--- src/rtl/cla_pipelined_subtractor.sv ---
// cla_pipelined_subtractor: two-stage valid/ready pipelined a - b - borrow_in built on
// a parallel-prefix carry-lookahead adder, low half resolved in stage 1, high half in stage 2.
module cla_prefix #(
    parameter int N = 16
) (
    input  logic [N-1:0] p,
    input  logic [N-1:0] g,
    input  logic         cin,
    output logic [N:0]   c
);
    logic [N-1:0] gg, pp;
    // Kogge-Stone prefix; carry-in folded into bit 0 so gg[i] is the carry out of bit i.
    always_comb begin
        gg    = g;
        pp    = p;
        gg[0] = g[0] | (p[0] & cin);
        for (int d = 1; d < N; d = d * 2)
            for (int i = N - 1; i >= d; i--) begin
                gg[i] = gg[i] | (pp[i] & gg[i-d]);
                pp[i] = pp[i] & pp[i-d];
            end
        c = {gg, cin};
    end
endmodule

module cla_pipelined_subtractor #(
    parameter int WIDTH = 32,
    parameter int SPLIT = WIDTH / 2
) (
    input  logic             clk,
    input  logic             rst_n,
    input  logic             in_valid,
    output logic             in_ready,
    input  logic [WIDTH-1:0] a,
    input  logic [WIDTH-1:0] b,
    input  logic             borrow_in,
    output logic             out_valid,
    input  logic             out_ready,
    output logic [WIDTH-1:0] diff,
    output logic             borrow_out,
    output logic             overflow,
    output logic             zero
);
    localparam int HI = WIDTH - SPLIT;

    logic             s1_valid_q, s1_valid_d, out_valid_q, out_valid_d;
    logic [SPLIT-1:0] lo_q, lo_d;
    logic             cs_q;
    logic [HI-1:0]    a_hi_q, bi_hi_q, hi_d;
    logic [WIDTH-1:0] diff_q, diff_d;
    logic             borrow_q, borrow_d, ovf_q, ovf_d, zero_q, zero_d;
    logic             s2_ready, in_fire, s2_fire;
    logic [SPLIT:0]   c_lo;
    logic [HI:0]      c_hi;

    assign s2_ready = !out_valid_q | out_ready;
    assign in_ready = !s1_valid_q | s2_ready;
    assign in_fire  = in_valid & in_ready;
    assign s2_fire  = s1_valid_q & s2_ready;

    // Subtraction as a + ~b + ~borrow_in.
    cla_prefix #(.N(SPLIT)) u_lo (
        .p  (a[SPLIT-1:0] ^ ~b[SPLIT-1:0]),
        .g  (a[SPLIT-1:0] & ~b[SPLIT-1:0]),
        .cin(~borrow_in),
        .c  (c_lo)
    );

    cla_prefix #(.N(HI)) u_hi (
        .p  (a_hi_q ^ bi_hi_q),
        .g  (a_hi_q & bi_hi_q),
        .cin(cs_q),
        .c  (c_hi)
    );

    always_comb begin
        lo_d        = a[SPLIT-1:0] ^ ~b[SPLIT-1:0] ^ c_lo[SPLIT-1:0];
        hi_d        = a_hi_q ^ bi_hi_q ^ c_hi[HI-1:0];
        diff_d      = {hi_d, lo_q};
        borrow_d    = ~c_hi[HI];
        ovf_d       = (a_hi_q[HI-1] ^ ~bi_hi_q[HI-1]) & (a_hi_q[HI-1] ^ hi_d[HI-1]);
        zero_d      = diff_d == '0;
        s1_valid_d  = in_fire ? 1'b1 : (s2_fire ? 1'b0 : s1_valid_q);
        out_valid_d = s2_fire ? 1'b1 : (out_ready ? 1'b0 : out_valid_q);
    end

    always_ff @(posedge clk or negedge rst_n) begin
        if (!rst_n) begin
            s1_valid_q  <= 1'b0;
            out_valid_q <= 1'b0;
            lo_q        <= '0;
            cs_q        <= 1'b0;
            a_hi_q      <= '0;
            bi_hi_q     <= '0;
            diff_q      <= '0;
            borrow_q    <= 1'b0;
            ovf_q       <= 1'b0;
            zero_q      <= 1'b0;
        end else begin
            s1_valid_q  <= s1_valid_d;
            out_valid_q <= out_valid_d;
            if (in_fire) begin
                lo_q    <= lo_d;
                cs_q    <= c_lo[SPLIT];
                a_hi_q  <= a[WIDTH-1:SPLIT];
                bi_hi_q <= ~b[WIDTH-1:SPLIT];
            end
            if (s2_fire) begin
                diff_q   <= diff_d;
                borrow_q <= borrow_d;
                ovf_q    <= ovf_d;
                zero_q   <= zero_d;
            end
        end
    end

    assign out_valid  = out_valid_q;
    assign diff       = diff_q;
    assign borrow_out = borrow_q;
    assign overflow   = ovf_q;
    assign zero       = zero_q;
endmodule

--- config.mk ---
export PLATFORM = sky130hd
export DESIGN_NAME = cla_pipelined_subtractor
export DESIGN_NICKNAME = d
export VERILOG_FILES = /design/src/rtl/cla_pipelined_subtractor.sv
export SDC_FILE = /design/constraint.sdc
export NUM_CORES = 1
export LEC_CHECK = 0
export ABC_AREA = 0
export BUFFER_PORTS_ARGS = -buffer_cell sky130_fd_sc_hd__buf_2
export CORE_ASPECT_RATIO = 0.7
export CORE_MARGIN = 1.5
export CORE_UTILIZATION = 50
export DETAILED_ROUTE_END_ITERATION = 12
export PLACE_DENSITY = 0.75
export REMOVE_ABC_BUFFERS = 1
export SLEW_MARGIN = 20
export SYNTH_ARGS = -nofsm -noshare
export SYNTH_HDL_FRONTEND = slang
export SYNTH_HIERARCHICAL = 1
export SYNTH_SLANG_ARGS = --single-unit
--- constraint.sdc ---
create_clock -name clk -period 3.1 [get_ports clk]
set_clock_uncertainty 0.2 [all_clocks]
set_input_delay 0.465 -clock clk [delete_from_list [all_inputs] [get_ports clk]]
set_output_delay 0.465 -clock clk [all_outputs]
set_load 0.02 [all_outputs]
==> results of run 1 <==
through the flow:
stage                     area (µm²)  util [%]  hold slack [ns]  std cells
after detailed placement        5270      58.1            0.266        633
after CTS                       5590      61.7           0.0989        648
after global routing            5600      61.7           0.0549        648
final                           5600      61.7          -0.0483        648
after floorplan                 4570         -          -0.0306        403
after global placement          5270      58.1            0.257        633
worst reg2reg max path: stages, from the launching register on:
cell      delay (ns)
dfrtp_1         0.39
ha_1            0.36
a21o_1          0.19
a21oi_2         0.16
a21boi_1        0.13
a31oi_2         0.24
o21ai_2         0.11
a31o_2          0.27
xnor2_1         0.26
nand4_1         0.13
nor3_1          0.16
a22o_1          0.15
cells in the final DEF (no fill, tap or decap), types with 9 or more instances in the layout:
master / netlist / layout
buf_2: 4 / 104
dfrtp_1: 86 / 86
nand2_1: 54 / 54
o21ai_0: 53 / 53
xnor2_1: 33 / 33
ha_1: 32 / 32
mux2_4: 26 / 26
inv_1: 19 / 19
a21o_1: 16 / 16
clkbuf_16: 0 / 9
kinds of logic (layout without fill, tap and decap cells):
logic type	count (synthesis)	count (layout)	share of synthesized area, %
AOI/OAI and AO/OA	101	101	14.4
xor gates and xnor gates	33	33	6.16
adders and majority gates	32	32	8.53
buffers and inverters	34	140	4.19
DFF	86	86	45.9
muxes	33	33	10.0
and+or+nand+nor	99	99	10.8
sequential cells by signal (all words and copies together), names as in the netlist:
| signal | cells |
|---|---|
| bi_hi_q | 16 |
| cs_q | 1 |
| lo_q | 16 |
| s1_valid_q | 1 |
| borrow_out | 1 |
| diff | 32 |
| a_hi_q | 16 |
| overflow | 1 |
| out_valid | 1 |
| zero | 1 |
layout make-up:
type | count | share of cell area [%]
Multi-Input combinational cell | 298 | 41.9
Sequential cell | 86 | 38.5
Timing Repair Buffer | 106 | 9.86
Clock buffer | 11 | 4.52
Tap cell | 124 | 2.77
Inverter | 19 | 1.27
Clock inverter | 4 | 1.25
worst max-delay path by stage:
stage              start    to  cells after the start
2_1_floorplan  a_hi_q[5]  zero                     11
3_3_place_gp   a_hi_q[2]  zero                     11
3_5_place_dp   a_hi_q[2]  zero                     11
4_1_cts        a_hi_q[2]  zero                     11
5_1_grt        a_hi_q[0]  zero                     11
6_report       a_hi_q[2]  zero                     11
metal layers:
metal / vias to the layer above / track usage (%)
li1: 1668 / -
met1: 1584 / 29.1
met2: 62 / 30.3
met3: 10 / 5.60
met4: 0 / 5.15
met5: - / 0
report_power, final:
part           total, W  internal (W)  switching [W]
Combinational   0.00143      0.000638       0.000789
Clock           0.00116      0.000742       0.000415
Sequential      0.00160       0.00141       0.000185
==> impl_metrics.py, run 1 <==
metrics = {
    "final_layout": {
        "finalNetCount": 621,
        "areaGrowthSynthToFinish_pct": 19.3,
        "regArea_um2": 2150,
        "layout-drive-gt1-share_pct": 37.0,
        "antenna_cells": 0,
        "fill_cells": 781,
        "multi_input_comb_area_um2": 2340,
    },
    "clock_tree": {
        "hold_buffers": 0,
        "cts_tree": "yes",
        "cts_setup_buffers": 0,
        "ctsHtreeMaxLevel": 3,
        "cts_root_buf": "clkbuf_16",
        "clockBufferDepth": 2,
        "clock_insertion_delay_worst_skew_ns": 0.34,
        "cts_resized": 0,
        "clkSlewWorstSetupHoldPaths_ns": 0.06,
        "clkSinkCount": 86,
        "cts_buffers": 9,
    },
    "power_and_ir_drop": {
        "p_leak_nw": 2.87,
        "p_per_area_nw_per_um2": 747,
        "power_w": 0.00418,
        "peakVddDrop_mv": 0.485,
    },
    "global_routing": {
        "antenna_found_initial": 0,
        "gr-total-overflow": 0,
        "grt_pass1_wl_mm": 15.9,
        "grt_pass1_vias": 3289,
        "grt_usage_pct": 20.3,
        "grt_max_degree": 87,
    },
    "sta": {
        "max_freq_mhz": 358,
        "tightest_slew_ns": 0.780,
        "tns_ns": 0,
        "fin_ws_ns": 0.307,
        "slew_headroom_pct": 48.0,
        "fin_crit_ns": 2.79,
        "setup_viol": 0,
        "timing.final.crit_share_pct": 90.1,
        "rsz0062_at_grt": "no",
        "fin_hold_ws_ns": -0.0483,
        "drv_slew": 0,
        "hold_viol": 23,
    },
    "routing": {
        "wl_mm": 9.44,
        "ant_nets": 0,
        "wl_met2_mm": 4.19,
        "drt-pass1-iter-count": 4,
        "routed_via_density": 5.13,
        "drt_iter0_drc": 120,
        "drc_errors": 0,
        "wl_per_cell_um": 14.6,
        "maxUsedRoutingLayer": "met4",
        "drt-met1-wl_mm": 4.76,
        "vias": 3324,
        "wl_met3_um": 399,
    },
    "setup_path": {
        "ff2ff_setup_slack_ns": 0.31,
        "crit_path_end_kind": "register",
        "cp_slowest_cell": "dfrtp_1",
        "crit_family": "compound AO/OA/AOI/OAI gates",
        "critPathMaxFanout": 4,
        "path_cells": "ha_1 -> a21o_1 -> a21oi_2 -> a21boi_1 -> a31oi_2 -> o21ai_2 -> a31o_2 -> xnor2_1 -> nand4_1 -> nor3_1 -> a22o_1",
        "critPathBufInv": 0,
        "required_ns": 3.18,
        "cp_slowest_stage_delay_ns": 0.39,
        "path_class": "reg2reg",
        "rr_startpoint": "a_hi_q[2]",
        "arrival_ns": 2.87,
        "r2r_cells": 11,
        "r2r_end": "zero",
        "cp-start-kind": "register",
    },
    "logic_synthesis": {
        "synthFlopType": "dfrtp_1",
        "yosysWarnings": 6,
        "yosysSeqAreaShare_pct": 45.9,
        "synth_edf_count": 0,
        "ys_async_sr_fraction_pct": 100,
        "synth_cell_types": 43,
        "yosysTopAreaCellShare_pct": 45.9,
        "synth_top_area_cell": "dfrtp_1",
        "synth_common_cells": "86 x dfrtp_1, 54 x nand2_1, 53 x o21ai_0, 33 x xnor2_1, 32 x ha_1",
        "synth.most_common_cell": "dfrtp_1",
        "syn_avg_cell_area_um2": 11.2,
        "synthesis.area_um2": 4690,
        "syn_inst": 418,
        "synth_area_leaders": "dfrtp_1 46%, ha_1 8.5%, mux2_4 8.3%",
        "ys_seq_elements": 86,
    },
    "placement": {
        "gp_congestion": 0.810,
        "dp_hpwl_mm": 7.08,
        "dp_slack_ns": 0.344,
        "numPortBuffers": 105,
    },
    "min_path": {
        "hold_path_class": "in2async",
    },
    "floorplanning": {
        "ioPinCount": 106,
        "core_region_area_um2": 9070,
        "rows": 29,
        "initial_core_util_pct": 51.7,
        "die_area_um2": 9980,
        "die_w_um": 119,
        "dieHeight_um": 84.1,
    },
    "status": {
        "violations": "negative hold slack",
        "status": "finished, violations left",
    },
    "flow_run": {
        "drv_cap": 0,
    },
}
No activity file was read; power rests on OpenSTA's default activity.
==> run 2, diff against run 1 <==
CORE_MARGIN = 3   (was 1.5)
==> run 2 against run 1 <==
Compared with the run above: the flow still finishes with violations (negative hold slack); first-iteration DRC count grew 43%; global-route usage shrank 0.57 points; clock-buffer cell count grew 2; register-to-register slack lost 0.04 ns; sequential cell count is the same; sequential share of layout area grew 0.17 points; non-clock buffer count is the same; worst hold slack gained 0.013 ns; setup slack lost 0.041 ns; critical path depth is the same; critical path type unchanged; largest cell class unchanged; highest routed layer unchanged.
==> impl_metrics.py, run 2 (synthesized netlist as in run 1, its figures left out) <==
metrics = {
    "status": {
        "status": "finished, violations left",
        "violations": "negative hold slack",
    },
    "final_layout": {
        "finalNonFillerCells": 645,
        "finalNetCount": 621,
        "layout_commonest_cell": "buf_2",
        "antenna_cells": 0,
        "finalInstanceArea_um2": 5570,
        "areaGrowthSynthToFinish_pct": 18.7,
        "layout_common_cells": "104 x buf_2, 86 x dfrtp_1, 54 x nand2_1",
        "layout-drive-gt1-share_pct": 36.8,
        "largest_register_ffs": 32,
    },
    "sta": {
        "tightest_slew_ns": 0.772,
        "hold_viol": 23,
        "max_freq_mhz": 353,
        "fin_crit_ns": 2.83,
        "rsz0062_at_grt": "no",
        "tns_ns": 0,
        "timing.final.crit_share_pct": 91.4,
        "drv_slew": 0,
        "fin_hold_ws_ns": -0.0351,
        "setup_viol": 0,
        "slew_headroom_pct": 48.5,
    },
    "floorplanning": {
        "dieHeight_um": 87.1,
        "core_region_area_um2": 8790,
        "die_area_um2": 10600,
        "die_w_um": 122,
        "initial_core_util_pct": 53.4,
        "rows": 28,
        "ioPinCount": 106,
    },
    "clock_tree": {
        "cts_tree": "yes",
        "ctsHtreeMaxLevel": 3,
        "clkSinkCount": 86,
        "clkSlewWorstSetupHoldPaths_ns": 0.06,
        "clock_insertion_delay_worst_skew_ns": 0.34,
        "clockBufferDepth": 2,
        "cts_resized": 0,
        "cts_root_buf": "clkbuf_16",
        "cts_buffers": 9,
        "hold_buffers": 0,
        "cts_setup_buffers": 0,
    },
    "setup_path": {
        "required_ns": 3.18,
        "cp-start-kind": "register",
        "arrival_ns": 2.92,
        "path_class": "reg2reg",
        "crit_path_end_kind": "register",
        "critPathMaxFanout": 4,
    },
    "power_and_ir_drop": {
        "p_per_area_nw_per_um2": 740,
        "peakVddDrop_mv": 0.341,
        "p_leak_nw": 2.85,
    },
    "placement": {
        "dp_hpwl_mm": 7.28,
        "numPortBuffers": 105,
        "post_dp_cell_area_um2": 5270,
        "placed_cells": 629,
        "gp_congestion": 0.862,
    },
    "routing": {
        "ant_nets": 0,
        "drt-pass1-iter-count": 4,
        "routed_via_density": 5.12,
        "wl_mm": 9.84,
        "wl_per_cell_um": 15.3,
        "vias": 3302,
        "drt_iter0_drc": 171,
        "drc_errors": 0,
    },
    "global_routing": {
        "antenna_found_initial": 0,
        "grt_pass1_wl_mm": 16.5,
        "gr-total-overflow": 0,
        "grt_usage_pct": 19.7,
        "grt_pass1_vias": 3391,
        "grt_max_degree": 87,
    },
    "min_path": {
        "hold_path_class": "in2async",
    },
    "flow_run": {
        "drv_cap": 0,
    },
}
==> run 2: worst max-delay path, stage by stage (launching register included) <==
cell      delay, ns
dfrtp_1        0.39
ha_1           0.33
a21o_1         0.17
nand4_1        0.13
a21boi_1       0.34
a31oi_2        0.20
o21ai_2        0.21
a31o_2         0.21
xnor2_1        0.17
nand4_1        0.14
nor3_1         0.14
a22o_1         0.14
==> run 2: report_power, final <==
part,internal [W],switching [W],leakage [nW]
logic,0.000639,0.000795,1.66
clock network,0.000667,0.000421,0.146
registers,0.00141,0.000189,1.04
total,0.00272,0.00141,2.85
==> run 2: layout make-up <==
class | count | area (µm²)
repair buffers | 106 | 552
multi-input cells | 298 | 2340
flip-flops and latches | 86 | 2150
inverters | 19 | 71.3
fillers | 709 | 3220
clock buffers | 13 | 260
well taps | 120 | 150
clock inverters | 3 | 42.5
==> run 2: per-layer routing <==
layer,GRT usage (%),wire length (µm)
met1,27.1,4670
met2,30.8,4560
met3,5.32,489
met4,5.90,125
met5,0,0
==> run 2: final timing paths <==
| check | startpoint | to | slack, ns | cells past startpoint |
|---|---|---|---|---|
| max | a_hi_q[0] | zero | 0.27 | 11 |
| min | rst_n | bi_hi_q[6] | -0.04 | 1 |
| max reg2reg | a_hi_q[0] | zero | 0.27 | 11 |
| min reg2reg | diff[27] | diff[27] | 0.28 | 2 |
| max in group asynchronous | rst_n | a_hi_q[13] | 2.18 | 1 |
| min in group clk | b[31] | bi_hi_q[15] | 0.11 | 2 |
==> run 2: per-stage QoR <==
stage,power (W),setup WS [ns],utilization (%),hold WS (ns)
after global routing,0.00438,0.104,63.4,0.0273
after detailed placement,0.00305,0.311,59.9,0.271
after CTS,0.00415,0.273,63.3,0.101
after floorplan,0.00259,0.620,-,-0.0306
after global placement,0.00301,0.427,59.9,0.260
final,0.00412,0.265,63.4,-0.0351
==> run 3, diff against run 2 <==
HOLD_SLACK_MARGIN = 0.05   (was not set)
SYNTH_HIERARCHICAL = not set   (was 1)
==> run 3 against run 2 <==
Compared with the run above: the run now ends clean; sequential cell count unchanged; via count up 15%; core utilization up 0.12 points; highest routed layer unchanged.
==> impl_metrics.py, run 3 <==
metrics = {
    "placement": {
        "placed_cells": 688,
        "dp_hpwl_mm": 8.32,
        "post_dp_cell_area_um2": 5430,
        "gp_congestion": 0.872,
        "dp_slack_ns": -0.0629,
        "numPortBuffers": 105,
    },
    "final_layout": {
        "fill_cells": 780,
        "antenna_cells": 0,
        "largest_register_ffs": 32,
        "layout_commonest_cell": "buf_2",
        "finalNetCount": 679,
        "finalInstanceArea_um2": 5800,
        "finalNonFillerCells": 705,
        "layout-drive-gt1-share_pct": 30.6,
        "layout_common_cells": "104 x buf_2, 86 x dfrtp_1, 51 x nand2_1",
        "fin_util_pct": 63.5,
        "areaGrowthSynthToFinish_pct": 22.4,
    },
    "power_and_ir_drop": {
        "p_per_area_nw_per_um2": 719,
        "p_leak_nw": 2.79,
        "peakVddDrop_mv": 0.321,
        "power_w": 0.00417,
    },
    "floorplanning": {
        "die_area_um2": 10700,
        "die_w_um": 122,
        "rows": 29,
        "ioPinCount": 106,
        "core_region_area_um2": 9140,
        "dieHeight_um": 87.5,
        "initial_core_util_pct": 51.9,
    },
    "sta": {
        "timing.final.crit_share_pct": 95.8,
        "rsz0062_at_grt": "no",
        "fin_crit_ns": 2.97,
        "max_freq_mhz": 337,
        "tightest_slew_ns": 0.733,
        "hold_viol": 0,
        "drv_slew": 0,
        "setup_viol": 0,
        "slew_headroom_pct": 51.0,
        "fin_ws_ns": 0.131,
    },
    "logic_synthesis": {
        "ys_seq_elements": 86,
        "ys_async_sr_fraction_pct": 100,
        "synthFlopType": "dfrtp_1",
        "synth-simple-area-share_pct": 12.5,
        "synth-adder-area-share_pct": 9.60,
        "synth_top_area_cell": "dfrtp_1",
        "synth_area_leaders": "dfrtp_1 45%, mux2_2 9.0%, ha_1 7.9%",
        "syn_inst": 467,
        "synthesis.area_um2": 4740,
        "synth_top_family_by_area": "compound AO/OA/AOI/OAI gates",
        "synth_edf_count": 0,
        "synth_cell_types": 50,
        "synth_mux_area_share_pct": 9.65,
        "synth_common_cells": "86 x dfrtp_1, 53 x nand2_1, 46 x o21ai_0, 38 x mux2_2",
        "yosysTopAreaCellShare_pct": 45.4,
        "yosysSeqAreaShare_pct": 45.4,
        "synth.most_common_cell": "dfrtp_1",
        "synth-compound-area-share_pct": 15.9,
        "syn_avg_cell_area_um2": 10.2,
        "synth-xor-area-share_pct": 3.32,
        "yosysWarnings": 0,
    },
    "flow_run": {
        "drv_cap": 0,
    },
    "global_routing": {
        "grt_pass1_wl_mm": 17.7,
        "grt_usage_pct": 21.0,
        "antenna_found_initial": 0,
        "grt_pass1_vias": 3668,
        "gr-total-overflow": 0,
        "grt_max_degree": 46,
    },
    "setup_path": {
        "required_ns": 3.16,
        "r2r_cells": 10,
        "path_cells": "fa_2 -> inv_1 -> fa_1 -> nor2b_1 -> o31a_1 -> nor2_1 -> or4_4 -> nor4b_4 -> nand3b_1 -> o21ai_1",
        "critPathMaxFanout": 3,
        "cp_slowest_cell": "or4_4",
        "path_class": "reg2reg",
        "cp-start-kind": "register",
        "cp_slowest_stage_delay_ns": 0.56,
        "arrival_ns": 3.03,
        "crit_path_end_kind": "register",
    },
    "clock_tree": {
        "cts_tree": "yes",
        "clock_insertion_delay_worst_skew_ns": 0.34,
        "ctsHtreeMaxLevel": 3,
        "cts_root_buf": "clkbuf_16",
        "cts_setup_buffers": 0,
        "clkSinkCount": 86,
        "clockBufferDepth": 2,
        "cts_buffers": 9,
        "clkSlewWorstSetupHoldPaths_ns": 0.06,
    },
    "min_path": {
        "hold_path_class": "in2reg",
        "worstHoldPathCells": 2,
    },
    "routing": {
        "drt-met1-wl_mm": 5.16,
        "drc_errors": 0,
        "wl_met3_um": 732,
        "wl_met2_mm": 4.67,
        "ant_nets": 0,
        "drt_iter0_drc": 201,
        "wl_mm": 10.7,
        "vias": 3800,
        "routed_via_density": 5.39,
        "drt-pass1-iter-count": 4,
        "wl_per_cell_um": 15.1,
        "maxUsedRoutingLayer": "met4",
    },
    "status": {
        "status": "complete, no violations",
    },
}
[run 3: cell types whose count changed after synthesis, sizes merged, moves of 9 or more]
cell and change:
a21o -12, inv +11, a21oi +9, clkbuf +14, xnor2 -21, buf -12, nor2 +13
[run 3: logic make-up (layout without fill, tap and decap cells)]
family / after synthesis / count (layout)
and+or+nand+nor: 125 / 125
AOI/OAI and AO/OA: 116 / 116
DFF: 86 / 86
buffers and inverters: 47 / 161
muxes: 41 / 41
adders and majority gates: 34 / 34
xor gates and xnor gates: 18 / 18
[run 3: metal layers]
| metal | vias to the layer above | track usage [%] |
|---|---|---|
| met5 | - | 0 |
| met4 | 0 | 5.79 |
| met3 | 10 | 5.39 |
| met2 | 118 | 31.6 |
| met1 | 1791 | 30.1 |
| li1 | 1881 | - |
[run 3: report_power, final]
part | total (W) | internal, W | switching, W
sequential | 0.00159 | 0.00141 | 0.000182
clock | 0.00107 | 0.000646 | 0.000425
combinational | 0.00151 | 0.000635 | 0.000878
[run 3: worst paths after layout]
kind,start,to,slack (ns)
worst max-delay path,cs_q,zero,0.13
worst min-delay path,b[22],bi_hi_q[6],0.11
worst max register to register,cs_q,zero,0.13
worst min register to register,diff[29],diff[29],0.28
max in group asynchronous,rst_n,lo_q[0],1.55
min in group asynchronous,rst_n,diff[26],0.45
[run 3: timing repair]
item,4_1_cts,5_1_grt
pin swaps,0,0
endpoints found under the setup margin,1,1
hold endpoints to repair,39,0
resized for setup,2,8
hold buffers,1,0
[run 3: worst max-delay path: cells and delay by family (launching register included)]
kind / cells / cell delay [ns]
compound gates: 2 / 0.36
simple gates: 5 / 1.23
flops: 1 / 0.41
fa+ha+maj: 2 / 0.65
buf+inv: 1 / 0.06
[run 3: cell type report]
type                    instances  area, µm²  area share [%]
multi-input cells             334       2480            42.7
well taps                     124        155            2.67
clock buffers                  11        243            4.18
flip-flops and latches         86       2150            37.1
repair buffers                115        606            10.4
inverters                      30        113            1.94
clock inverters                 5       58.8            1.01
[run 3: stage by stage]
stage,TNS [ns],hold slack (ns)
after floorplan,0,-0.0306
after global placement,0,0.258
after detailed placement,-0.117,0.269
after CTS,0,0.105
after global routing,0,0.106
final,0,0.113
